--- config.mk ---
export PLATFORM = sky130hd
export DESIGN_NAME = miriscv_mem_arbiter_flat
export DESIGN_NICKNAME = d
export VERILOG_FILES = /design/src/rtl/miriscv_mem_arbiter_if.sv /design/src/rtl/miriscv_mem_arbiter.sv /design/src/flat_wrapper.sv
export SDC_FILE = /design/constraint.sdc
export NUM_CORES = 1
export LEC_CHECK = 0
export BUFFER_PORTS_ARGS = -buffer_cell sky130_fd_sc_hd__buf_2
export CORE_AREA = 2 2 108 110
export DETAILED_ROUTE_END_ITERATION = 16
export DIE_AREA = 0 0 110 112
export MAX_ROUTING_LAYER = met4
export PLACE_DENSITY = 0.7
export RECOVER_POWER = 25
export SLEW_MARGIN = 20
export SYNTH_ARGS = -nofsm -noshare
export SYNTH_HDL_FRONTEND = slang
export SYNTH_SLANG_ARGS = --single-unit
--- constraint.sdc ---
create_clock -name clk_i -period 2.13 [get_ports clk_i]
set_input_delay 0.426 -clock clk_i [delete_from_list [all_inputs] [get_ports clk_i]]
set_output_delay 0.426 -clock clk_i [all_outputs]
set_load 0.05 [all_outputs]
--- src/rtl/miriscv_mem_arbiter_if.sv ---
// Bus bundle between the fetch unit, the load/store unit, the arbiter and the shared memory port.
// Handshake: a requester holds req (and its fields) until its rvalid pulse, except fetch, which may
// drop req to abandon; mem_req_o holds its fields until the mem_gnt_i cycle; each grant is answered
// by exactly one single-cycle mem_rvalid_i at least one cycle after the grant.
interface miriscv_mem_arbiter_if #(
  parameter int XLEN = 32
);
  logic              instr_req_i;
  logic [XLEN-1:0]   instr_addr_i;
  logic              instr_rvalid_o;
  logic [XLEN-1:0]   instr_rdata_o;
  logic              data_req_i;
  logic              data_we_i;
  logic [XLEN/8-1:0] data_be_i;
  logic [XLEN-1:0]   data_addr_i;
  logic [XLEN-1:0]   data_wdata_i;
  logic              data_rvalid_o;
  logic [XLEN-1:0]   data_rdata_o;
  logic              mem_req_o;
  logic              mem_gnt_i;
  logic              mem_we_o;
  logic [XLEN/8-1:0] mem_be_o;
  logic [XLEN-1:0]   mem_addr_o;
  logic [XLEN-1:0]   mem_wdata_o;
  logic              mem_rvalid_i;
  logic [XLEN-1:0]   mem_rdata_i;

  // Arbiter side
  modport slave (
    input  instr_req_i, instr_addr_i, data_req_i, data_we_i, data_be_i, data_addr_i, data_wdata_i,
    input  mem_gnt_i, mem_rvalid_i, mem_rdata_i,
    output instr_rvalid_o, instr_rdata_o, data_rvalid_o, data_rdata_o,
    output mem_req_o, mem_we_o, mem_be_o, mem_addr_o, mem_wdata_o
  );

  // Requesters plus memory side
  modport master (
    output instr_req_i, instr_addr_i, data_req_i, data_we_i, data_be_i, data_addr_i, data_wdata_i,
    output mem_gnt_i, mem_rvalid_i, mem_rdata_i,
    input  instr_rvalid_o, instr_rdata_o, data_rvalid_o, data_rdata_o,
    input  mem_req_o, mem_we_o, mem_be_o, mem_addr_o, mem_wdata_o
  );
endinterface

--- src/rtl/miriscv_mem_arbiter.sv ---
// Shares one single-ported memory between fetch and LSU: one outstanding transaction at a time,
// response routed to its owner, abandoned fetch responses dropped.
module miriscv_mem_arbiter #(
  parameter int XLEN      = 32,
  parameter int PRIO_MODE = 0
) (
  input  logic                  clk_i,
  input  logic                  arstn_i,
  miriscv_mem_arbiter_if.slave  bus,
  output logic [1:0]            state_o
);

  typedef enum logic [1:0] {
    S_IDLE = 2'd0,
    S_REQ  = 2'd1,
    S_WAIT = 2'd2
  } state_e;

  state_e            state_q, state_d;
  logic              owner_q, owner_d;     // 1 = data, 0 = instr
  logic              discard_q, discard_d;
  logic              last_q, last_d;       // last served: 1 = data, 0 = instr
  logic              we_q, we_d;
  logic [XLEN/8-1:0] be_q, be_d;
  logic [XLEN-1:0]   addr_q, addr_d;
  logic [XLEN-1:0]   wdata_q, wdata_d;
  logic              pick_data;
  logic              mem_req;
  logic              instr_rvalid;
  logic              data_rvalid;

  // Round-robin only matters on contention: data wins unless it was served last.
  assign pick_data = bus.data_req_i & ((PRIO_MODE == 0) | ~bus.instr_req_i | ~last_q);

  always_ff @(posedge clk_i or negedge arstn_i) begin
    if (!arstn_i) begin
      state_q   <= S_IDLE;
      owner_q   <= 1'b0;
      discard_q <= 1'b0;
      last_q    <= 1'b0;
      we_q      <= 1'b0;
      be_q      <= '0;
      addr_q    <= '0;
      wdata_q   <= '0;
    end else begin
      state_q   <= state_d;
      owner_q   <= owner_d;
      discard_q <= discard_d;
      last_q    <= last_d;
      we_q      <= we_d;
      be_q      <= be_d;
      addr_q    <= addr_d;
      wdata_q   <= wdata_d;
    end
  end

  always_comb begin
    state_d      = state_q;
    owner_d      = owner_q;
    discard_d    = discard_q;
    last_d       = last_q;
    we_d         = we_q;
    be_d         = be_q;
    addr_d       = addr_q;
    wdata_d      = wdata_q;
    mem_req      = 1'b0;
    instr_rvalid = 1'b0;
    data_rvalid  = 1'b0;
    case (state_q)
      S_IDLE: begin
        if (bus.instr_req_i || bus.data_req_i) begin
          owner_d   = pick_data;
          discard_d = 1'b0;
          state_d   = S_REQ;
          if (pick_data) begin
            we_d    = bus.data_we_i;
            be_d    = bus.data_be_i;
            addr_d  = bus.data_addr_i;
            wdata_d = bus.data_wdata_i;
          end else begin
            we_d    = 1'b0;
            be_d    = '1;
            addr_d  = bus.instr_addr_i;
            wdata_d = '0;
          end
        end
      end
      S_REQ: begin
        mem_req = 1'b1;
        if (bus.mem_gnt_i) begin
          state_d = S_WAIT;
          last_d  = owner_q;
          if (!owner_q && !bus.instr_req_i) discard_d = 1'b1;
        end else if (!owner_q && !bus.instr_req_i) begin
          // Fetch gave up before the memory accepted: nothing was issued.
          state_d = S_IDLE;
          owner_d = 1'b0;
          we_d    = 1'b0;
          be_d    = '0;
          addr_d  = '0;
          wdata_d = '0;
        end
      end
      S_WAIT: begin
        if (!owner_q && !bus.instr_req_i) discard_d = 1'b1;
        if (bus.mem_rvalid_i) begin
          data_rvalid  = owner_q;
          instr_rvalid = !owner_q && !discard_q && bus.instr_req_i;
          state_d      = S_IDLE;
          owner_d      = 1'b0;
          discard_d    = 1'b0;
          we_d         = 1'b0;
          be_d         = '0;
          addr_d       = '0;
          wdata_d      = '0;
        end
      end
      default: state_d = S_IDLE;
    endcase
  end

  assign bus.mem_req_o      = mem_req;
  assign bus.mem_we_o       = we_q;
  assign bus.mem_be_o       = be_q;
  assign bus.mem_addr_o     = addr_q;
  assign bus.mem_wdata_o    = wdata_q;
  assign bus.instr_rvalid_o = instr_rvalid;
  assign bus.instr_rdata_o  = instr_rvalid ? bus.mem_rdata_i : '0;
  assign bus.data_rvalid_o  = data_rvalid;
  assign bus.data_rdata_o   = data_rvalid ? bus.mem_rdata_i : '0;
  assign state_o            = state_q;

endmodule

--- src/flat_wrapper.sv ---
// flat-port wrapper written by rule: the top's interface ports become plain ports
module miriscv_mem_arbiter_flat 
#(
  parameter int XLEN      = 32,
  parameter int PRIO_MODE = 0
)
  (clk_i, arstn_i, state_o, bus_instr_req_i, bus_instr_addr_i, bus_data_req_i, bus_data_we_i, bus_data_be_i, bus_data_addr_i, bus_data_wdata_i, bus_mem_gnt_i, bus_mem_rvalid_i, bus_mem_rdata_i, bus_instr_rvalid_o, bus_instr_rdata_o, bus_data_rvalid_o, bus_data_rdata_o, bus_mem_req_o, bus_mem_we_o, bus_mem_be_o, bus_mem_addr_o, bus_mem_wdata_o);
  miriscv_mem_arbiter_if #(.XLEN(XLEN)) bus_i ();
  input  logic clk_i;
  input  logic arstn_i;
  output logic [1:0] state_o;
  input wire logic [$bits(bus_i.instr_req_i)-1:0] bus_instr_req_i;
  input wire logic [$bits(bus_i.instr_addr_i)-1:0] bus_instr_addr_i;
  input wire logic [$bits(bus_i.data_req_i)-1:0] bus_data_req_i;
  input wire logic [$bits(bus_i.data_we_i)-1:0] bus_data_we_i;
  input wire logic [$bits(bus_i.data_be_i)-1:0] bus_data_be_i;
  input wire logic [$bits(bus_i.data_addr_i)-1:0] bus_data_addr_i;
  input wire logic [$bits(bus_i.data_wdata_i)-1:0] bus_data_wdata_i;
  input wire logic [$bits(bus_i.mem_gnt_i)-1:0] bus_mem_gnt_i;
  input wire logic [$bits(bus_i.mem_rvalid_i)-1:0] bus_mem_rvalid_i;
  input wire logic [$bits(bus_i.mem_rdata_i)-1:0] bus_mem_rdata_i;
  output wire logic [$bits(bus_i.instr_rvalid_o)-1:0] bus_instr_rvalid_o;
  output wire logic [$bits(bus_i.instr_rdata_o)-1:0] bus_instr_rdata_o;
  output wire logic [$bits(bus_i.data_rvalid_o)-1:0] bus_data_rvalid_o;
  output wire logic [$bits(bus_i.data_rdata_o)-1:0] bus_data_rdata_o;
  output wire logic [$bits(bus_i.mem_req_o)-1:0] bus_mem_req_o;
  output wire logic [$bits(bus_i.mem_we_o)-1:0] bus_mem_we_o;
  output wire logic [$bits(bus_i.mem_be_o)-1:0] bus_mem_be_o;
  output wire logic [$bits(bus_i.mem_addr_o)-1:0] bus_mem_addr_o;
  output wire logic [$bits(bus_i.mem_wdata_o)-1:0] bus_mem_wdata_o;
  assign bus_i.instr_req_i = bus_instr_req_i;
  assign bus_i.instr_addr_i = bus_instr_addr_i;
  assign bus_i.data_req_i = bus_data_req_i;
  assign bus_i.data_we_i = bus_data_we_i;
  assign bus_i.data_be_i = bus_data_be_i;
  assign bus_i.data_addr_i = bus_data_addr_i;
  assign bus_i.data_wdata_i = bus_data_wdata_i;
  assign bus_i.mem_gnt_i = bus_mem_gnt_i;
  assign bus_i.mem_rvalid_i = bus_mem_rvalid_i;
  assign bus_i.mem_rdata_i = bus_mem_rdata_i;
  assign bus_instr_rvalid_o = bus_i.instr_rvalid_o;
  assign bus_instr_rdata_o = bus_i.instr_rdata_o;
  assign bus_data_rvalid_o = bus_i.data_rvalid_o;
  assign bus_data_rdata_o = bus_i.data_rdata_o;
  assign bus_mem_req_o = bus_i.mem_req_o;
  assign bus_mem_we_o = bus_i.mem_we_o;
  assign bus_mem_be_o = bus_i.mem_be_o;
  assign bus_mem_addr_o = bus_i.mem_addr_o;
  assign bus_mem_wdata_o = bus_i.mem_wdata_o;
  miriscv_mem_arbiter #(.XLEN(XLEN), .PRIO_MODE(PRIO_MODE)) u_core (.clk_i(clk_i), .arstn_i(arstn_i), .bus(bus_i), .state_o(state_o));
endmodule
=== Word-level counts from Yosys, hierarchy flattened ===
Index checks and enable logic that the tools add are counted.

* Register bits: 73
* Input port bits: 139
* Output and inout bits: 138

* Equal/unequal tests: 8
* Mux-type cells: 40
* Reductions and logical operators: 12

{| class="wikitable"
|+ Operators by type and width
! operator !! count
|-
| two-way mux 32 bit || 9
|-
| case mux 32 bit (3 select lines) || 2
|-
| two-way mux 4 bit || 5
|-
| two-way mux 1 bit || 15
|-
| case mux 4 bit (3 select lines) || 1
|-
| case mux 1 bit (3 select lines) || 3
|-
| two-way mux 2 bit || 4
|-
| inequality test 2 bit, second input constant || 3
|-
| case mux 2 bit (3 select lines) || 1
|-
| AND reduction 3 bit || 2
|-
| AND reduction 5 bit || 1
|-
| inequality test 2 x 1 -> 1 bit, second input constant || 2
|-
| logical AND 1 bit || 3
|-
| zero test 1 bit || 3
|-
| inequality test 3 x 2 -> 1 bit, second input constant || 1
|-
| nonzero test 3 bit || 1
|-
| equality test 2 x 1 -> 1 bit, second input constant || 1
|-
| equality test 2 bit, second input constant || 1
|-
| zero test 2 bit || 1
|-
| logical OR 1 bit || 1
|}

=== Depth between registers and ports, before layout ===
Gate-level depths: netlist of the first run.

* Word-level depth: 6
* Depth in mapped cells: 7
* Depth with buffers taken out: 5

=== Worst setup path before layout of the first run ===
No wires, ideal clock.

* Path kind: register -> output
* Start point: register u_core.state_q[1] (netlist: u_core.state_o[1])
* End point: output port bus_instr_rdata_o[14]
* Arrival: 2.336 ns
* Data required time: 1.704 ns
* Slack: -0.632 ns
* Stages on the path, launching flop included: 6
* Path through: dfrtp_1 -> ha_1 -> nand4b_1 -> nor2_1 -> clkbuf_1 -> and2_1

* Cells in the longest elaborated chain, start to end: 3

{| class="wikitable"
|+ Ends and longest elaborated chain
! item !! line !! source
|-
| from (decl) || miriscv_mem_arbiter.sv:19 || <nowiki>state_e state_q, state_d;</nowiki>
|-
| from (signal assigned) || miriscv_mem_arbiter.sv:46 || <nowiki>state_q <= state_d;</nowiki>
|-
| equality test 2 bit || miriscv_mem_arbiter.sv:69 || <nowiki>case (state_q)</nowiki>
|-
| two-way mux 1 bit || miriscv_mem_arbiter.sv:69 ||
|-
| net bus_instr_rvalid_o || flat_wrapper.sv:22 || <nowiki>output wire logic [$bits(bus_i.instr_rvalid_o)-1:0] bus_instr_rvalid_o;</nowiki>
|-
| two-way mux 32 bit || miriscv_mem_arbiter.sv:128 || <nowiki>assign bus.instr_rdata_o = instr_rvalid ? bus.mem_rdata_i : '0;</nowiki>
|-
| to (decl) || flat_wrapper.sv:23 || <nowiki>output wire logic [$bits(bus_i.instr_rdata_o)-1:0] bus_instr_rdata_o;</nowiki>
|}

The timed path passes the listed nets, and every way through them passes these cells.

=== Worst setup path after layout of the first run ===
* Start point: register u_core.state_q[0] (netlist: u_core.state_o[0])
* End point: output port bus_instr_rdata_o[0]

* Cells in the longest elaborated chain, start to end: 3

{| class="wikitable"
|+ Ends and longest elaborated chain
! item !! line
|-
| equality test 2 bit || miriscv_mem_arbiter.sv:69
|-
| two-way mux 1 bit || miriscv_mem_arbiter.sv:69
|-
| two-way mux 32 bit || miriscv_mem_arbiter.sv:128
|}

No other way between the ends.

==> impl_summary.txt, run 1 <==
----------------------------------------------------
[Run status]
  Result of the run ... finished, violations left
  Violations in the final reports ... capacitance limit, slew limit, setup timing

[STA]
  Final worst setup slack ... -0.07344 ns
  Number of setup violations in the final report ... 32
  Worst rel slew slack ... -8.345%
  RSZ-0062 raised after global routing ... true
  Fmax achieved ... about 450 MHz
  Number of hold violations in the final report ... 0
  Number of pins exceeding their max-slew limit in the final report ... 74
  Time the final worst path needs with I/O delays and setup ... 2.203 ns
  Crit share post-route ... 103.4%
  Transition time of the tightest slew-check pin ... 1.625 ns
  Worst Clk Skew ... between 0.01 and 0.015 ns

[Clock tree]
  Post-CTS Hold Buffers ... 0
  Num CTS Buffers ... 9
  CTS Root Cell ... clkbuf_16
  Deepest level of the CTS H-tree ... 3
  Buffer levels on the longest clock path ... 2
  CTS Sinks ... 73
  Clock transition at the registers of the reported paths ... 0.07 ns
  Clock insertion delay at the later pin of the skew report ... approximately 0.33 ns
  Clock tree from TritonCTS ... yes

[Die]
  Floorplan core area ... 11170 µm²
  Chip height ... 112 µm
  DIE AREA ... 12320 µm²
  Number of top-level pins ... about 280
  Width of the die ... 110 µm
  Starting density of the core ... 37.60%
  FP Rows ... 39

[Logic synthesis]
  Sequential-to-total area share from yosys stat ... a little over two fifths
  Mapped Area ... ~4200 µm²
  Cell taking the most area after synthesis ... dfrtp_1
  Net count of the mapped netlist ... 540
  Distinct cell type count of the synthesized netlist ... 27
  Post-Syn Instances ... 397
  Register bit total from synthesis ... 73
  Synthesis Warnings ... 0
  Largest cells by area after synthesis ... dfrtp_1 (43%), mux2i_1 (15%), mux2_4 (13%)
  Post-synth top area share ... 43.48%
  Mean post-synth cell area ... between 10 and 15 µm²

[Power]
  Clock power share ... 16.0%
  Worst IR drop on VDD ... 0.8445 mV
  Switching Power ... roughly 4.5 mW
  Ratio of total power to cell area ... 1411 nW/µm²
  Switching Share ... 46.48%
  Internal power ... 5.163 mW
  Total design power ... approximately 9.6 mW
  Total leakage power ... 3.802 nW
  Sequential cell fraction of total power ... between 20% and 30%
  Part of the total power dissipated in combinational logic ... between 60% and 70%

[Setup path]
  Setup crit end kind ... primary output
  FF-to-FF path depth ... 8
  Worst-case register-to-register setup slack ... 0.04 ns
  Critical register-to-register path endpoint ... u_core.owner_q
  Highest net fanout along the worst path ... 17
  Startpoint of the worst register-to-register path ... u_core.state_o[1]
  Worst setup path category ... flop to primary output
  Data arrival time at the worst-slack endpoint ... roughly 1.8 ns
  Kind of start point of the critical path ... flop
  Required time of the worst setup path ... 1.70 ns

[Global routing]
  Global-route wire length before repair ... a little over 20000 µm
  Number of global-route vias before repair ... roughly 4000
  Antenna violations before repair ... 0
  Aggregate global routing overflow ... 0
  GRT Util Overall ... between 20 and 25%
  Maximum number of pins on one net before global-route repair ... 74

[Final layout]
  Inserted Diodes ... 0
  Share of layout cells above drive strength 1 ... 59.48%
  Final Net Count ... ~800
  End-of-flow core utilization ... approximately three fifths
  Post-synthesis to final-layout area growth ... 62.75%

[Placement]
  Post-place setup slack ... 0.1135 ns
  DPL Wire Length ... 9582 µm
  Port-buffer cells ... ~280
  Weighted congestion at the end of routability-driven global placement ... 0.8481

[Flow run]
  Max capacitance violation total ... 1

[Worst hold path]
  Startpoint of the lowest-slack hold path ... bus_data_wdata_i[30]
  Hold crit path type ... input pin to flop
  Worst Hold Path Cells ... 3
  Worst min-delay path endpoint ... u_core.bus.mem_wdata_o[30]

[Detailed routing]
  Number of detailed-route iterations in the first pass ... 4
  Sum of routed wire length over all layers ... around 14000 µm
  Via count ... 3884
  WL/cell ... 16.48 µm
  First DRT Iteration DRCs ... 184
  Vias per std cell ... about 4.7
  Antenna Nets Post-Route ... 0
  DRC violation count after routing ... 0

----------------------------------------------------
## routing by layer
metal	share of wire, %	global-route usage [%]
met5	0	-
met2	54	39.71
met3	6.6	3.162
met4	3.6	9.367
met1	36	22.31
## stage by stage
step	hold WS, ns	instance area, µm²	setup TNS [ns]	instances
global route	0.3438	6838	-3.319	829
floorplan	0.1304	4290	-2.848	397
global placement	0.4785	5897	0	806
finish	0.3408	6838	-1.407	829
CTS	0.1331	6636	-2.181	829
detailed placement	0.4881	5897	0	806
## power by group through the flow
stage	clock (mW)	combinational, mW	sequential, mW
global route	1.63	6.29	2.22
finish	1.54	5.94	2.16
global placement	0	5.57	2.18
floorplan	0	2.80	3.76
CTS	1.57	5.83	2.17
detailed placement	0	5.68	2.19
## cell type report
type	instances	area, µm²
clock buffers	9	225.2
clock inverters	7	76.32
fillers	904	4337
inverters	39	146.4
multi-input cells	260	2218
flip-flops and latches	73	1829
well taps	143	178.9
repair buffers	298	2163
## cell families (layout without fill, tap and decap cells)
family	after synthesis	in the layout	synth area share, %
buf+inv	64	353	7.088
flops	73	73	43.48
fa+ha+maj	4	4	1.191
compound gates	9	9	1.310
mux	103	103	28.98
simple gates	144	144	17.96
## cells in the final DEF (no fill, tap or decap), types with 2 or more instances in the layout
master,count
mux2_4,37
clkbuf_16,10
inv_1,37
inv_6,2
ha_1,2
and2_4,39
nand3_1,2
o21ai_0,2
ha_4,2
buf_4,15
buf_12,5
clkinvlp_4,2
buf_8,31
nor2b_1,2
inv_2,2
buf_6,33
and2_2,7
and2_1,18
buf_2,212
dfrtp_2,2
a21oi_1,4
dfrtp_1,71
nand2_1,34
nor2_1,32
mux2i_1,65
## state kept, by name, summed over array words and instances (netlist names)
name	count
u_core.bus.mem_addr_o	32
u_core.bus.mem_wdata_o	32
u_core.bus.mem_be_o	4
u_core.state_o	2
u_core.bus.mem_we_o	1
u_core.discard_q	1
u_core.owner_q	1
## worst max-delay path by stage
stage	slack, ns	start	endpoint
floorplan	-0.08	u_core.state_o[1]	u_core.bus.mem_addr_o[10]
global placement	0.13	bus_mem_gnt_i	u_core.bus.mem_addr_o[6]
detailed placement	0.11	bus_mem_gnt_i	u_core.bus.mem_addr_o[6]
CTS	-0.11	u_core.state_o[0]	bus_instr_rdata_o[4]
global route	-0.12	u_core.state_o[0]	bus_instr_rdata_o[0]
finish	-0.07	u_core.state_o[0]	bus_instr_rdata_o[0]
## synth_stat cells
master	instances
mux2i_1	65
nor3_1	1
nor4_4	1
a2bb2oi_1	1
a211oi_1	1
mux2_4	37
buf_6	7
nor2_1	33
nor2b_1	3
mux2_1	1
nor4_1	1
clkbuf_1	14
nor3b_2	1
nand4b_1	1
or3_1	1
a21oi_1	4
and2_1	64
and3_2	1
inv_1	39
o21ai_0	2
ha_1	4
buf_2	4
nand3_1	2
nand2_1	34
o31a_1	1
or2_1	1
dfrtp_1	73
## worst max-delay path: stages, from the launching register on
cell and delay (ns):
dfrtp_2 0.41, inv_2 0.07, ha_4 0.13, nand4b_1 0.13, nor2_4 0.21, buf_12 0.17
and2_2 0.17, buf_6 0.16
## repair_timing
action	4_1_cts	5_1_grt
endpoints found under the setup margin	66	76
cloned	2	1
resized for setup	115	79
setup buffers	5	1
pin swaps	1	16
hold endpoints to repair	0	0
(Power assumes the default switching activity.)
==> run 2: changes to the inputs <==
--- a/config.mk
+++ b/config.mk
@@ -11,7 +11,6 @@
 export DIE_AREA = 0 0 110 112
 export MAX_ROUTING_LAYER = met4
 export PLACE_DENSITY = 0.7
-export RECOVER_POWER = 25
 export SLEW_MARGIN = 20
 export SYNTH_ARGS = -nofsm -noshare
 export SYNTH_HDL_FRONTEND = slang
==> impl_summary.txt, run 2 (same netlist as run 1, synthesis figures left out) <==
----------------------------------------------------
[Run status]
  Result of the run ... finished, violations left
  Violations in the final reports ... setup timing

[Power]
  Total leakage power ... 3.807 nW (+0.14%)
  Worst IR drop on VDD ... 0.8453 mV (about the same)
  Total design power ... 9.652 mW (about the same)
  Ratio of total power to cell area ... 1408 nW/µm² (-0.16%)

[Setup path]
  Max stage delay on crit path ... 0.41 ns (about the same)
  Kind of start point of the critical path ... flop
  FF-to-FF path depth ... 8 (unchanged)
  CP delay by family, top ... simple AND/OR/NAND/NOR gates
  Required time of the worst setup path ... 1.70 ns (about the same)
  Slowest stage cell on the critical path ... dfrtp_2
  Chain of cells forming the critical path ... inv_2 > ha_4 > nand4b_1 > nor2_4 > buf_12 > and2_2 > buf_6
  Stages on the worst setup path ... 7 (unchanged)
  Worst-case register-to-register setup slack ... 0.03 ns (about the same)
  Worst setup path category ... flop to primary output
  Highest net fanout along the worst path ... 17 (unchanged)
  Setup crit end kind ... primary output
  Critical register-to-register path endpoint ... u_core.owner_q
  Startpoint of the worst register-to-register path ... u_core.state_o[1]
  Data arrival time at the worst-slack endpoint ... 1.77 ns (about the same)
  Combined buffer and inverter count along the critical path ... 3 (unchanged)

[STA]
  Time the final worst path needs with I/O delays and setup ... 2.199 ns (-0.004433 ns)
  Worst Clk Skew ... 0.01271 ns (-0.0001784 ns)
  Number of setup violations in the final report ... 32 (unchanged)
  Final worst setup slack ... -0.06901 ns (+0.004433 ns)
  Number of hold violations in the final report ... 0 (unchanged)
  Worst rel slew slack ... 61.89% (+70 points)
  Total Negative Setup Slacks ... -1.379 ns (+0.02873 ns)
  Fmax achieved ... 454.8 MHz (+0.20%)
  Crit share post-route ... 103.2% (-0.21 points)
  Transition time of the tightest slew-check pin ... 0.5717 ns (-1.053 ns)
  Number of pins exceeding their max-slew limit in the final report ... 0 (-100%)
  RSZ-0062 raised after global routing ... true

[Die]
  FP Rows ... 39 (unchanged)
  Starting density of the core ... 37.60% (unchanged)
  Chip height ... 112 µm (unchanged)
  Width of the die ... 110 µm (unchanged)
  Floorplan core area ... 11170 µm² (unchanged)
  DIE AREA ... 12320 µm² (unchanged)
  Number of top-level pins ... 277 (unchanged)

[Final layout]
  Post-synthesis to final-layout area growth ... 63.10%
  Final Net Count ... 824 (unchanged)
  Share of layout cells above drive strength 1 ... 59.48% (unchanged)
  Inserted Diodes ... 0 (unchanged)
  Filler cells ... 902 (-0.22%)
  End-of-flow core utilization ... 61.33% (+0.13 points)
  Most common cell after layout, fill and taps aside ... buf_2
  Commonest non-fill, non-tap cells in the layout ... buf_2 (211), dfrtp_1 (71), mux2i_1 (65)

[Placement]
  DPL Wire Length ... 9582 µm (unchanged)
  Post-place setup slack ... 0.1135 ns (unchanged)
  Port-buffer cells ... 276 (unchanged)
  Weighted congestion at the end of routability-driven global placement ... 0.8481 (unchanged)

[Detailed routing]
  DRC violation count after routing ... 0 (unchanged)
  WL/cell ... 16.50 µm (+0.12%)
  Sum of routed wire length over all layers ... 13680 µm (+0.12%)
  Antenna Nets Post-Route ... 0 (unchanged)
  Via count ... 3881 (-0.077%)
  Number of detailed-route iterations in the first pass ... 4 (unchanged)
  Vias per std cell ... 4.682 (about the same)
  First DRT Iteration DRCs ... 198 (+7.6%)

[Global routing]
  Global-route wire length before repair ... 20180 µm (unchanged)
  Maximum number of pins on one net before global-route repair ... 74 (unchanged)
  Aggregate global routing overflow ... 0 (unchanged)
  GRT Util Overall ... 21.63% (unchanged)
  Number of global-route vias before repair ... 4092 (unchanged)
  Antenna violations before repair ... 0 (unchanged)

[Worst hold path]
  Hold crit path type ... input pin to asynchronous set/reset pin

[Clock tree]
  Post-CTS Hold Buffers ... 0 (unchanged)
  Deepest level of the CTS H-tree ... 3 (unchanged)
  Clock insertion delay at the later pin of the skew report ... 0.33 ns (about the same)
  Buffer levels on the longest clock path ... 2 (unchanged)
  CTS Root Cell ... clkbuf_16
  Clock tree from TritonCTS ... yes
  Clock transition at the registers of the reported paths ... 0.07 ns (about the same)
  Num CTS Buffers ... 9 (unchanged)
  CTS Sinks ... 73 (unchanged)

[Flow run]
  Max capacitance violation total ... 0 (-1)

----------------------------------------------------
## run 2: cell counts in the layout (fill, tap and decap cells not counted)
Identical to the previous run, type by type.
## run 2: cell type report
cell class	count	area, µm²	area share [%]
multi-input cells	260	2218	32.37
inverters	39	146.4	2.136
well taps	143	178.9	2.611
clock inverters	7	76.32	1.114
clock buffers	9	225.2	3.286
flip-flops and latches	73	1829	26.69
repair buffers	298	2178	31.79
## run 2: timing repair
item,in CTS,in global routing
pin swaps,1,16
setup endpoints to repair,66,76
resized for setup,115,79
gates cloned,2,1
setup buffers,5,1
## run 2: routing by layer
layer | part of all wire (%) | routed length [µm] | GRT usage, % | up-vias
li1 | - | - | - | 1836
met1 | 36 | 4978 | 22.31 | 1850
met2 | 54 | 7354 | 39.71 | 158
met3 | 6.3 | 858 | 3.162 | 37
met4 | 3.6 | 490 | 9.367 | 0
met5 | 0 | 0 | - | -
## run 2: worst max path at each step
stage	startpoint	to
2_1_floorplan	u_core.state_o[1]	u_core.bus.mem_addr_o[10]
3_3_place_gp	bus_mem_gnt_i	u_core.bus.mem_addr_o[6]
3_5_place_dp	bus_mem_gnt_i	u_core.bus.mem_addr_o[6]
4_1_cts	u_core.state_o[0]	bus_instr_rdata_o[4]
5_1_grt	u_core.state_o[0]	bus_instr_rdata_o[0]
6_report	u_core.state_o[0]	bus_instr_rdata_o[0]
## run 2: per-stage QoR
stage	area (µm²)	hold WS (ns)	std cells
2_1_floorplan	4290	0.1304	397
3_3_place_gp	5897	0.4785	806
3_5_place_dp	5897	0.4881	806
4_1_cts	6636	0.1331	829
5_1_grt	6853	0.1542	829
6_report	6853	0.1164	829
## run 2: power by group
| part | leakage (nW) | internal (mW) | switching [mW] | total [mW] |
|---|---|---|---|---|
| logic | 2.72 | 2.36 | 3.59 | 5.95 |
| clock network | 0.142 | 0.916 | 0.625 | 1.54 |
| registers | 0.949 | 1.89 | 0.270 | 2.16 |
==> run 3: changes to the inputs <==
--- a/config.mk
+++ b/config.mk
@@ -9,6 +9,8 @@
 export CORE_AREA = 2 2 108 110
 export DETAILED_ROUTE_END_ITERATION = 16
 export DIE_AREA = 0 0 110 112
+export GPL_TIMING_DRIVEN = 0
+export HOLD_SLACK_MARGIN = 0.05
 export MAX_ROUTING_LAYER = met4
 export PLACE_DENSITY = 0.7
 export SLEW_MARGIN = 20
==> impl_summary.txt, run 3 (same netlist as run 1, synthesis figures left out) <==
----------------------------------------------------
[Clock tree]
  Clock insertion delay at the later pin of the skew report ... 0.33 ns (about the same)
  Num CTS Buffers ... 9 (unchanged)
  Clock transition at the registers of the reported paths ... 0.06 ns (about the same)
  Deepest level of the CTS H-tree ... 3 (unchanged)
  Buffer levels on the longest clock path ... 2 (unchanged)
  CTS Sinks ... 73 (unchanged)
  Clock tree from TritonCTS ... yes
  CTS Root Cell ... clkbuf_16

[Setup path]
  Kind of start point of the critical path ... flop
  Setup crit end kind ... primary output
  CP delay by family, top ... simple AND/OR/NAND/NOR gates
  Required time of the worst setup path ... 1.70 ns (about the same)
  Max stage delay on crit path ... 0.41 ns (about the same)
  Startpoint of the worst register-to-register path ... u_core.state_o[0]
  Chain of cells forming the critical path ... inv_2 > ha_4 > nand4b_1 > nor2_4 > buf_12 > buf_6 > and2_2 > buf_8
  FF-to-FF path depth ... 8 (unchanged)
  Data arrival time at the worst-slack endpoint ... 1.82 ns (+0.05 ns)
  Worst setup path category ... flop to primary output
  Slowest stage cell on the critical path ... dfrtp_2
  Critical register-to-register path endpoint ... u_core.bus.mem_be_o[3]
  Combined buffer and inverter count along the critical path ... 4 (+1)
  Highest net fanout along the worst path ... 7 (-10)
  Worst-case register-to-register setup slack ... 0.07 ns (+0.04 ns)

[Global routing]
  Maximum number of pins on one net before global-route repair ... 54 (-27%)
  Number of global-route vias before repair ... 4082 (-0.24%)
  GRT Util Overall ... 22.24% (+0.61 points)
  Aggregate global routing overflow ... 0 (unchanged)
  Antenna violations before repair ... 1 (+1)
  Global-route wire length before repair ... 20420 µm (+1.2%)

[Power]
  Total leakage power ... 3.858 nW (+1.3%)
  Worst IR drop on VDD ... 0.8099 mV (-4.2%)
  Ratio of total power to cell area ... 1407 nW/µm² (-0.10%)

[Final layout]
  Fin area ... 6914 µm² (+0.89%)
  Cell Count, Final, Fillers Out ... 845 (+1.9%)
  End-of-flow core utilization ... 61.87% (+0.55 points)
  Most common cell after layout, fill and taps aside ... buf_2
  Commonest non-fill, non-tap cells in the layout ... buf_2 (216), dfrtp_1 (71), mux2i_1 (65)
  Post-synthesis to final-layout area growth ... 64.56%
  Final Net Count ... 840 (+1.9%)
  Share of layout cells above drive strength 1 ... 58.63% (-0.84 points)

[STA]
  Fmax achieved ... 444.8 MHz (-2.2%)
  Transition time of the tightest slew-check pin ... 0.4726 ns (-0.09908 ns)
  Number of setup violations in the final report ... 32 (unchanged)
  Time the final worst path needs with I/O delays and setup ... 2.248 ns (+0.04900 ns)
  Worst Clk Skew ... 0.006450 ns (-0.006260 ns)
  Worst rel slew slack ... 68.49% (+6.6 points)
  Number of hold violations in the final report ... 0 (unchanged)
  RSZ-0062 raised after global routing ... true
  Number of pins exceeding their max-slew limit in the final report ... 0 (unchanged)
  Total Negative Setup Slacks ... -3.004 ns (-1.625 ns)
  Final worst setup slack ... -0.1180 ns (-0.04900 ns)
  Crit share post-route ... 105.5% (+2.3 points)

[Worst hold path]
  Worst min-delay path endpoint ... u_core.bus.mem_wdata_o[31]
  Worst Hold Path Cells ... 3
  Startpoint of the lowest-slack hold path ... bus_data_wdata_i[31]
  Hold crit path type ... input pin to flop

[Detailed routing]
  Antenna Nets Post-Route ... 0 (unchanged)
  Vias per std cell ... 4.725 (+0.94%)
  WL/cell ... 16.63 µm (+0.79%)
  Via count ... 3993 (+2.9%)
  DRC violation count after routing ... 0 (unchanged)
  Number of detailed-route iterations in the first pass ... 4 (unchanged)
  Sum of routed wire length over all layers ... 14060 µm (+2.7%)
  First DRT Iteration DRCs ... 155 (-22%)

[Die]
  Floorplan core area ... 11170 µm² (unchanged)
  DIE AREA ... 12320 µm² (unchanged)
  Width of the die ... 110 µm (unchanged)
  Chip height ... 112 µm (unchanged)
  Starting density of the core ... 37.60% (unchanged)
  FP Rows ... 39 (unchanged)
  Number of top-level pins ... 277 (unchanged)

[Placement]
  Instance count after placement with tap cells included ... 817 (+1.4%)
  Weighted congestion at the end of routability-driven global placement ... 0.8311 (-2.0%)
  DPL Wire Length ... 10210 µm (+6.6%)
  Port-buffer cells ... 276 (unchanged)
  Post-place instance area ... 5881 µm² (-0.28%)

[Run status]
  Violations in the final reports ... setup timing
  Result of the run ... finished, violations left

[Flow run]
  Max capacitance violation total ... 0 (unchanged)

----------------------------------------------------
## run 3: changes by cell type in the layout (fill, tap and decap cells not counted), moves of 3 or more
| cell | previous run | this run |
|---|---|---|
| buf_6 | 33 | 41 |
| clkbuf_2 | 0 | 6 |
| buf_2 | 211 | 216 |
| and2_4 | 39 | 32 |
| clkbuf_8 | 0 | 3 |
| buf_4 | 15 | 10 |
| buf_12 | 6 | 2 |
| and2_1 | 18 | 26 |
## run 3: power by group
| part | internal, mW | total (mW) | switching, mW |
|---|---|---|---|
| Combinational | 2.31 | 5.94 | 3.63 |
| Sequential | 1.89 | 2.17 | 0.272 |
| Clock | 1.05 | 1.62 | 0.575 |
| Total | 5.25 | 9.73 | 4.48 |
## run 3: cell type report
cell class              count  area [µm²]
clock buffers              10       239.0
clock inverters             5       80.08
well taps                 143       178.9
diodes                      1       2.502
fillers                   904        4260
flip-flops and latches     73        1829
inverters                  39       146.4
plain buffers              24       197.7
multi-input cells         260        2197
repair buffers            290        2043
## run 3: worst max-delay path by stage
stage / start / depth (start not counted) / slack, ns / to
2_1_floorplan: u_core.state_o[1] / 6 / -0.08 / u_core.bus.mem_addr_o[10]
3_3_place_gp: bus_mem_gnt_i / 5 / -0.27 / u_core.bus.mem_be_o[0]
3_5_place_dp: bus_mem_gnt_i / 5 / -0.27 / u_core.bus.mem_addr_o[1]
4_1_cts: u_core.state_o[0] / 7 / -0.15 / bus_instr_rdata_o[14]
5_1_grt: u_core.state_o[0] / 8 / -0.20 / bus_instr_rdata_o[14]
6_report: u_core.state_o[0] / 8 / -0.12 / bus_instr_rdata_o[6]
## run 3: timing repair
| item | in CTS | in global routing |
|---|---|---|
| cloned | 1 | 2 |
| pin swaps | 13 | 3 |
| endpoints found under the setup margin | 134 | 110 |
| hold buffers | 1 | 0 |
| setup buffers | 6 | 4 |
| resized for setup | 134 | 76 |
| endpoints found under the hold margin | 20 | 0 |
## run 3: through the flow
| stage | hold WS, ns | worst slack, ns | total power, mW |
|---|---|---|---|
| final | 0.3365 | -0.1180 | 9.729 |
| after global routing | 0.3331 | -0.1996 | 10.20 |
| after floorplan | 0.1304 | -0.07645 | 6.559 |
| after detailed placement | 0.3491 | -0.2655 | 7.812 |
| after CTS | 0.3220 | -0.1542 | 9.714 |
| after global placement | 0.4925 | -0.2665 | 7.691 |
## run 3: tightest hold or removal path, delay by kind of cell
family | cells | cell delay [ns]
muxes | 1 | 0.06
buffers and inverters | 1 | 0.09
and+or+nand+nor | 1 | 0.04
## run 3: metal layers
layer	wire [µm]	vias up	share of wire [%]	track usage [%]
li1	-	1878	-	-
met1	4970	1897	35	22.09
met2	7633	181	54	41.39
met3	917	37	6.5	4.098
met4	533	0	3.8	9.198
met5	0	-	0	-
